--- src/rtl/ms_uart_pkg.sv ---
// Shared UART definitions: FSM state encoding, parity modes, legal parameter
// ranges, frame config payload and frame-length helper.
package ms_uart_pkg;

    localparam int unsigned DATA_W_MIN = 5;
    localparam int unsigned DATA_W_MAX = 9;
    localparam int unsigned OVS_MIN    = 4;
    localparam int unsigned OVS_MAX    = 32;
    localparam int unsigned DBITS_W    = 4;

    localparam logic [1:0] PAR_NONE = 2'd0;
    localparam logic [1:0] PAR_EVEN = 2'd1;
    localparam logic [1:0] PAR_ODD  = 2'd2;

    typedef enum logic [2:0] {
        ST_IDLE,
        ST_START,
        ST_DATA,
        ST_PARITY,
        ST_STOP
    } uart_state_e;

    typedef struct packed {
        logic [DBITS_W-1:0] dbits;
        logic               par_en;
        logic               par_odd;
        logic               stop2;
    } frame_cfg_t;

    // Frame length in TICKs for a given format.
    function automatic int unsigned frame_ticks(
        input int unsigned ovs,
        input int unsigned dbits,
        input logic        par_en,
        input logic        stop2
    );
        int unsigned p;
        int unsigned s;
        p = par_en ? 32'd1 : 32'd0;
        s = stop2  ? 32'd2 : 32'd1;
        return ovs * (32'd1 + dbits + p + s);
    endfunction

    // Clamp data bits into DATA_W_MIN..data_w and fold parity code 3 into none.
    function automatic frame_cfg_t decode_cfg(
        input logic [DBITS_W-1:0] dbits_in,
        input logic [1:0]         parity,
        input logic               stop2,
        input int unsigned        data_w
    );
        frame_cfg_t c;
        if ((dbits_in >= DBITS_W'(DATA_W_MIN)) && (dbits_in <= DBITS_W'(data_w)))
            c.dbits = dbits_in;
        else
            c.dbits = DBITS_W'(data_w);
        c.par_en  = (parity == PAR_EVEN) || (parity == PAR_ODD);
        c.par_odd = (parity == PAR_ODD);
        c.stop2   = stop2;
        return c;
    endfunction

endpackage

--- src/rtl/ms_uart_bit_timer.sv ---
// Counts baud TICKs and flags the last TICK of each OVS-long bit period.
module ms_uart_bit_timer #(
    parameter int unsigned OVS = 16
) (
    input  logic CLK,
    input  logic RESETN,
    input  logic TICK,
    input  logic clr,
    output logic bit_end
);

    localparam int unsigned CNT_W = (OVS > 1) ? $clog2(OVS) : 1;
    localparam logic [CNT_W-1:0] CNT_MAX = CNT_W'(OVS - 1);

    logic [CNT_W-1:0] cnt_q;

    // bit_end stays visible on a clr cycle so a back-to-back accept still sees the stop end
    assign bit_end = TICK && !RESETN && (cnt_q == CNT_MAX);

    always_ff @(posedge CLK) begin
        if (RESETN || clr)
            cnt_q <= '0;
        else if (TICK)
            cnt_q <= (cnt_q == CNT_MAX) ? '0 : cnt_q + CNT_W'(1);
    end

endmodule

--- src/rtl/ms_uart_tx_frame.sv ---
// Runtime-configurable UART transmitter: start, 5..DATA_W data bits LSB first,
// optional even/odd parity, one or two stop bits, valid/ready payload intake.
module ms_uart_tx_frame
    import ms_uart_pkg::*;
#(
    parameter int unsigned DATA_W = 8,
    parameter int unsigned OVS    = 16
) (
    input  logic              CLK,
    input  logic              RESETN,
    input  logic              TICK,
    input  logic [3:0]        CFG_DBITS,
    input  logic [1:0]        CFG_PARITY,
    input  logic              CFG_STOP2,
    input  logic [DATA_W-1:0] DIN,
    input  logic              DIN_VALID,
    output logic              DIN_READY,
    output logic              DOUT,
    output logic              BUSY,
    output logic              DONE
);

    uart_state_e         state_q;
    uart_state_e         state_nx;
    frame_cfg_t          cfg_q;
    frame_cfg_t          cfg_in;
    logic [DATA_W-1:0]   shreg_q;
    logic [DBITS_W-1:0]  bit_idx_q;
    logic                par_acc_q;
    logic [DATA_W-1:0]   din_mask;
    logic                par_in;
    logic                bit_end;
    logic                accept;
    logic                last_data;
    logic                frame_end;

    assign cfg_in = decode_cfg(CFG_DBITS, CFG_PARITY, CFG_STOP2, DATA_W);

    // Mask wraps to all ones when dbits equals DATA_W
    assign din_mask  = (DATA_W'(1) << cfg_in.dbits) - DATA_W'(1);
    assign par_in    = ^(DIN & din_mask);

    assign accept    = DIN_VALID && DIN_READY;
    assign last_data = (bit_idx_q == (cfg_q.dbits - DBITS_W'(1)));
    assign frame_end = (state_q == ST_STOP) && bit_end &&
                       (bit_idx_q == DBITS_W'(cfg_q.stop2));

    ms_uart_bit_timer #(
        .OVS(OVS)
    ) u_bit_timer (
        .CLK    (CLK),
        .RESETN (RESETN),
        .TICK   (TICK),
        .clr    (accept),
        .bit_end(bit_end)
    );

    always_ff @(posedge CLK) begin
        if (RESETN)
            state_q <= ST_IDLE;
        else
            state_q <= state_nx;
    end

    always_comb begin
        state_nx = state_q;
        case (state_q)
            ST_IDLE:   if (accept) state_nx = ST_START;
            ST_START:  if (bit_end) state_nx = ST_DATA;
            ST_DATA:   if (bit_end && last_data)
                           state_nx = cfg_q.par_en ? ST_PARITY : ST_STOP;
            ST_PARITY: if (bit_end) state_nx = ST_STOP;
            ST_STOP:   if (frame_end) state_nx = accept ? ST_START : ST_IDLE;
            default:   state_nx = ST_IDLE;
        endcase
    end

    always_comb begin
        DOUT      = 1'b1;
        BUSY      = 1'b1;
        DONE      = frame_end;
        DIN_READY = 1'b0;
        case (state_q)
            ST_IDLE: begin
                BUSY      = 1'b0;
                DIN_READY = !RESETN;
            end
            ST_START:  DOUT = 1'b0;
            ST_DATA:   DOUT = shreg_q[0];
            ST_PARITY: DOUT = par_acc_q ^ cfg_q.par_odd;
            ST_STOP:   DIN_READY = frame_end;
            default:   DOUT = 1'b1;
        endcase
    end

    // Payload, format and bit index; accept takes priority over bit sequencing
    always_ff @(posedge CLK) begin
        if (RESETN) begin
            cfg_q     <= '0;
            shreg_q   <= '0;
            bit_idx_q <= '0;
            par_acc_q <= 1'b0;
        end else if (accept) begin
            cfg_q     <= cfg_in;
            shreg_q   <= DIN;
            bit_idx_q <= '0;
            par_acc_q <= par_in;
        end else if (bit_end) begin
            case (state_q)
                ST_DATA: begin
                    shreg_q   <= shreg_q >> 1;
                    bit_idx_q <= last_data ? '0 : bit_idx_q + DBITS_W'(1);
                end
                ST_STOP:  bit_idx_q <= bit_idx_q + DBITS_W'(1);
                default:  bit_idx_q <= '0;
            endcase
        end
    end

endmodule

--- config.mk ---
export PLATFORM = sky130hd
export DESIGN_NAME = ms_uart_tx_frame
export DESIGN_NICKNAME = d
export VERILOG_FILES = /design/src/rtl/ms_uart_pkg.sv /design/src/rtl/ms_uart_bit_timer.sv /design/src/rtl/ms_uart_tx_frame.sv
export SDC_FILE = /design/constraint.sdc
export NUM_CORES = 1
export LEC_CHECK = 0
export ABC_CLOCK_PERIOD_IN_PS = 2500
export BUFFER_PORTS_ARGS = -buffer_cell sky130_fd_sc_hd__buf_2
export CORE_UTILIZATION = 57
export DETAILED_ROUTE_END_ITERATION = 10
export PLACE_DENSITY = 0.79
export REMOVE_ABC_BUFFERS = 1
export SYNTH_ARGS = -nofsm -noshare
export SYNTH_HDL_FRONTEND = slang
export SYNTH_SLANG_ARGS = --single-unit
export TNS_END_PERCENT = 20
--- constraint.sdc ---
create_clock -name CLK -period 2.5 [get_ports CLK]
set_input_delay 0.375 -clock CLK [delete_from_list [all_inputs] [get_ports CLK]]
set_output_delay 0.375 -clock CLK [all_outputs]
set_load 0.005 [all_outputs]
==> flow_metrics.py <==
metrics = {
    "synthesis": {
        "synthCells": 204,
        "synthesis.area_per_instance_um2": 8.323,
        "synth_area_leader_cell": "sky130_fd_sc_hd__dfxtp_1",
        "post_synth_instance_area_mm2": 0.001698,
        "synth_warnings": 0,
        "synth_top_cells_by_area": "sky130_fd_sc_hd__dfxtp_1, sky130_fd_sc_hd__a21oi_1, sky130_fd_sc_hd__xnor2_1",
        "yosys.cell_types.count": 51,
        "synth.yosys.seq_area_share": 0.3183,
        "async_reset_ff_frac": 0,
        "ys_seq_elements": 27,
        "synth_edf_count": 0,
        "synth_top_area_share": 0.3183,
        "yosys_most_used_dff": "sky130_fd_sc_hd__dfxtp_1",
    },
    "layout": {
        "nets_finish": 245,
        "finish.instance_area_mm2": 0.001837,
        "synthToLayoutAreaGrowth_pct": 8.180,
        "layout.area.seq_um2": 540.5,
        "layoutNonFillerInstCount": 251,
        "ratio_of_cells_with_drive_above_1_in_the_final_layout": 0.1818,
        "multi_input_area_mm2": 0.001084,
        "number_of_fill_cells_in_the_layout": 239,
        "antenna_cells_inserted": 0,
        "final_standard_cell_utilization_of_the_core": 0.6604,
    },
    "route": {
        "post_drt_wl_per_cell_um": 14.84,
        "drc": 0,
        "route.antenna.remaining_nets": 0,
        "drt-pass1-iter-count": 4,
        "drt-vias-per-instance": 6.203,
        "route.final.wire_length_mm": 3.726,
        "detailroute.via_count": 1557,
        "drt_iter0_markers": 97,
    },
    "sta": {
        "hold_ws_ps": 295.8,
        "peak_freq_mhz": 426.5,
        "worst_slack_ps": 155.4,
        "timing.slew.headroom": 0.6397,
        "fin_crit_ps": 2345,
        "worst_pin_slew_ps": 539.7,
        "timing_max_transition_violations_final": 0,
        "timing.final.crit_share": 0.9378,
        "finalSetupTns_ps": 0,
        "finClkSkew_ps": 5.246,
        "hold_viol": 0,
        "finalSetupViolCount": 0,
    },
    "place": {
        "placed_wire_length_estimate_after_detailed_placement_mm": 2.741,
        "port-buffer-count": 22,
        "placedInstanceArea_mm2": 0.001802,
        "pre_cts_slack_ps": 443.3,
        "finalWeightedCongestion": 0.8712,
        "placed_cells": 247,
    },
    "grt": {
        "grt-ovfl-total": 0,
        "grt_antenna_before_repair": 0,
        "first_global_vias": 1417,
        "grt_first_pass_wirelength_mm": 6.389,
        "maximum_number_of_pins_on_one_net_before_global_route_repair": 19,
        "global_route_usage_over_all_layers": 0.2525,
    },
    "setup_path": {
        "cp_max_fo": 6,
        "endpoint_kind": "primary output",
        "startpoint_type": "register",
        "crit_path_class": "register to primary output",
        "worstPathArrival_ps": 1970,
        "cp_required_ps": 2120,
    },
    "clocking": {
        "numCtsBuffers": 3,
        "ctsLongestPathBuffers": 2,
        "cts.reportedPaths.clkPinSlew_ps": 130,
        "cts_sinks": 27,
        "clockRootBuffer": "sky130_fd_sc_hd__clkbuf_4",
        "clock_tree.htree_level_count": 1,
        "clock_insertion_delay_worst_skew_ps": 320,
        "hold_buffers": 0,
        "tritoncts": "yes",
    },
    "die": {
        "die_x_um": 56.58,
        "placement_rows": 19,
        "start_util": 0.6104,
        "core_mm2": 0.002781,
        "io_pins": 23,
        "fp.dieH_um": 56.58,
        "dieArea_mm2": 0.003201,
    },
    "power_and_ir_drop": {
        "cellLeakagePower_nw": 0.6546,
        "pwr_cell_area_mw_per_mm2": 439.2,
        "p_total_uw": 806.6,
        "ir_worst_vdd_uv": 416.4,
    },
    "hold_path": {
        "worstHoldPathType": "primary input to register",
    },
    "flow_run": {
        "cap_violations": 0,
    },
    "run_status": {
        "status": "finished clean",
    },
}
==> logic make-up (layout without fill, tap and decap cells) <==
kind of cell | Yosys count | after routing | share of synthesized area
buffers and inverters | 19 | 34 | 0.05085
muxes | 3 | 3 | 0.01916
DFF | 27 | 27 | 0.3184
xor gates and xnor gates | 16 | 16 | 0.09064
and+or+nand+nor | 69 | 69 | 0.2218
adders and majority gates | 5 | 5 | 0.03685
other | 1 | 2 | 0.002209
AOI/OAI and AO/OA | 64 | 64 | 0.2601
==> area by class of cell <==
cell class | instances | share of cell area
multi-input combinational | 159 | 0.5899
clock buffer | 4 | 0.01431
timing repair buffer | 24 | 0.06812
inverter | 6 | 0.01226
sequential | 27 | 0.2943
tap | 31 | 0.02112
==> sequential cells by signal (all words and copies together) (netlist names) <==
register	flops
shreg_q	8
cfg_q	7
bit_idx_q	4
u_bit_timer.cnt_q	4
state_q	3
par_acc_q	1
==> worst max-delay path, stage by stage (launching register included) <==
cell,delay (ps)
sky130_fd_sc_hd__dfxtp_1,410
sky130_fd_sc_hd__ha_1,280
sky130_fd_sc_hd__nand4_4,180
sky130_fd_sc_hd__or4_4,570
sky130_fd_sc_hd__nor2_1,110
sky130_fd_sc_hd__buf_2,110
==> cell usage after synthesis, drive strengths merged, types with 2 or more instances <==
| library cell | number |
|---|---|
| a311oi | 2 |
| o211ai | 7 |
| ha | 5 |
| a211oi | 2 |
| inv | 6 |
| and2 | 2 |
| nand2b | 2 |
| a31oi | 3 |
| nor2b | 3 |
| or2 | 2 |
| a32oi | 6 |
| a21boi | 2 |
| a21oi | 22 |
| or3 | 3 |
| xnor2 | 9 |
| o21ai | 10 |
| dfxtp | 27 |
| mux2 | 2 |
| o311ai | 2 |
| xor2 | 6 |
| nand3b | 2 |
| nor3 | 9 |
| nand3 | 9 |
| nand2 | 17 |
| clkbuf | 8 |
| nand4 | 3 |
| nor2 | 13 |
| buf | 5 |
==> path summary, 6_finish.rpt <==
path                                                   startpoint                       to  slack [ps]  depth (start not counted)
worst max-delay path            u_bit_timer.cnt_q[0]$_SDFFE_PP0P_                     DONE         160                          5
worst min-delay path                                    CFG_STOP2    cfg_q[0]$_SDFFE_PP0P_         300                          3
worst max register to register  u_bit_timer.cnt_q[0]$_SDFFE_PP0P_   par_acc_q$_SDFFE_PP0P_         450                          6
worst min register to register            shreg_q[2]$_SDFFE_PP0P_  shreg_q[2]$_SDFFE_PP0P_         510                          2
==> layout by cell type (no fill, tap or decap), types with 7 or more instances in the layout <==
cell type,count
sky130_fd_sc_hd__xnor2_1,9
sky130_fd_sc_hd__buf_2,22
sky130_fd_sc_hd__nand3_1,9
sky130_fd_sc_hd__nand2_1,17
sky130_fd_sc_hd__a21oi_1,21
sky130_fd_sc_hd__nor2_1,11
sky130_fd_sc_hd__o21ai_0,10
sky130_fd_sc_hd__dfxtp_1,27
sky130_fd_sc_hd__nor3_1,9
sky130_fd_sc_hd__o211ai_1,7
==> layer usage <==
layer	vias to the layer above	global-route usage	part of all wire
met2	28	0.4387	0.51
met1	743	0.3242	0.45
met5	-	0	0
li1	782	-	-
met4	0	0.05226	0.0075
met3	4	0.04839	0.037
==> power breakdown <==
part	leakage, nW	internal, mW	switching, mW
registers	0.220	0.448	0.0150
clock network	0.0150	0.0625	0.124
logic	0.420	0.0743	0.0831
==> what timing repair did <==
item	in CTS	in global routing
resized for setup	0	1
buffers inserted	0	0
setup endpoints to repair	0	1
(Power assumes the default switching activity.)
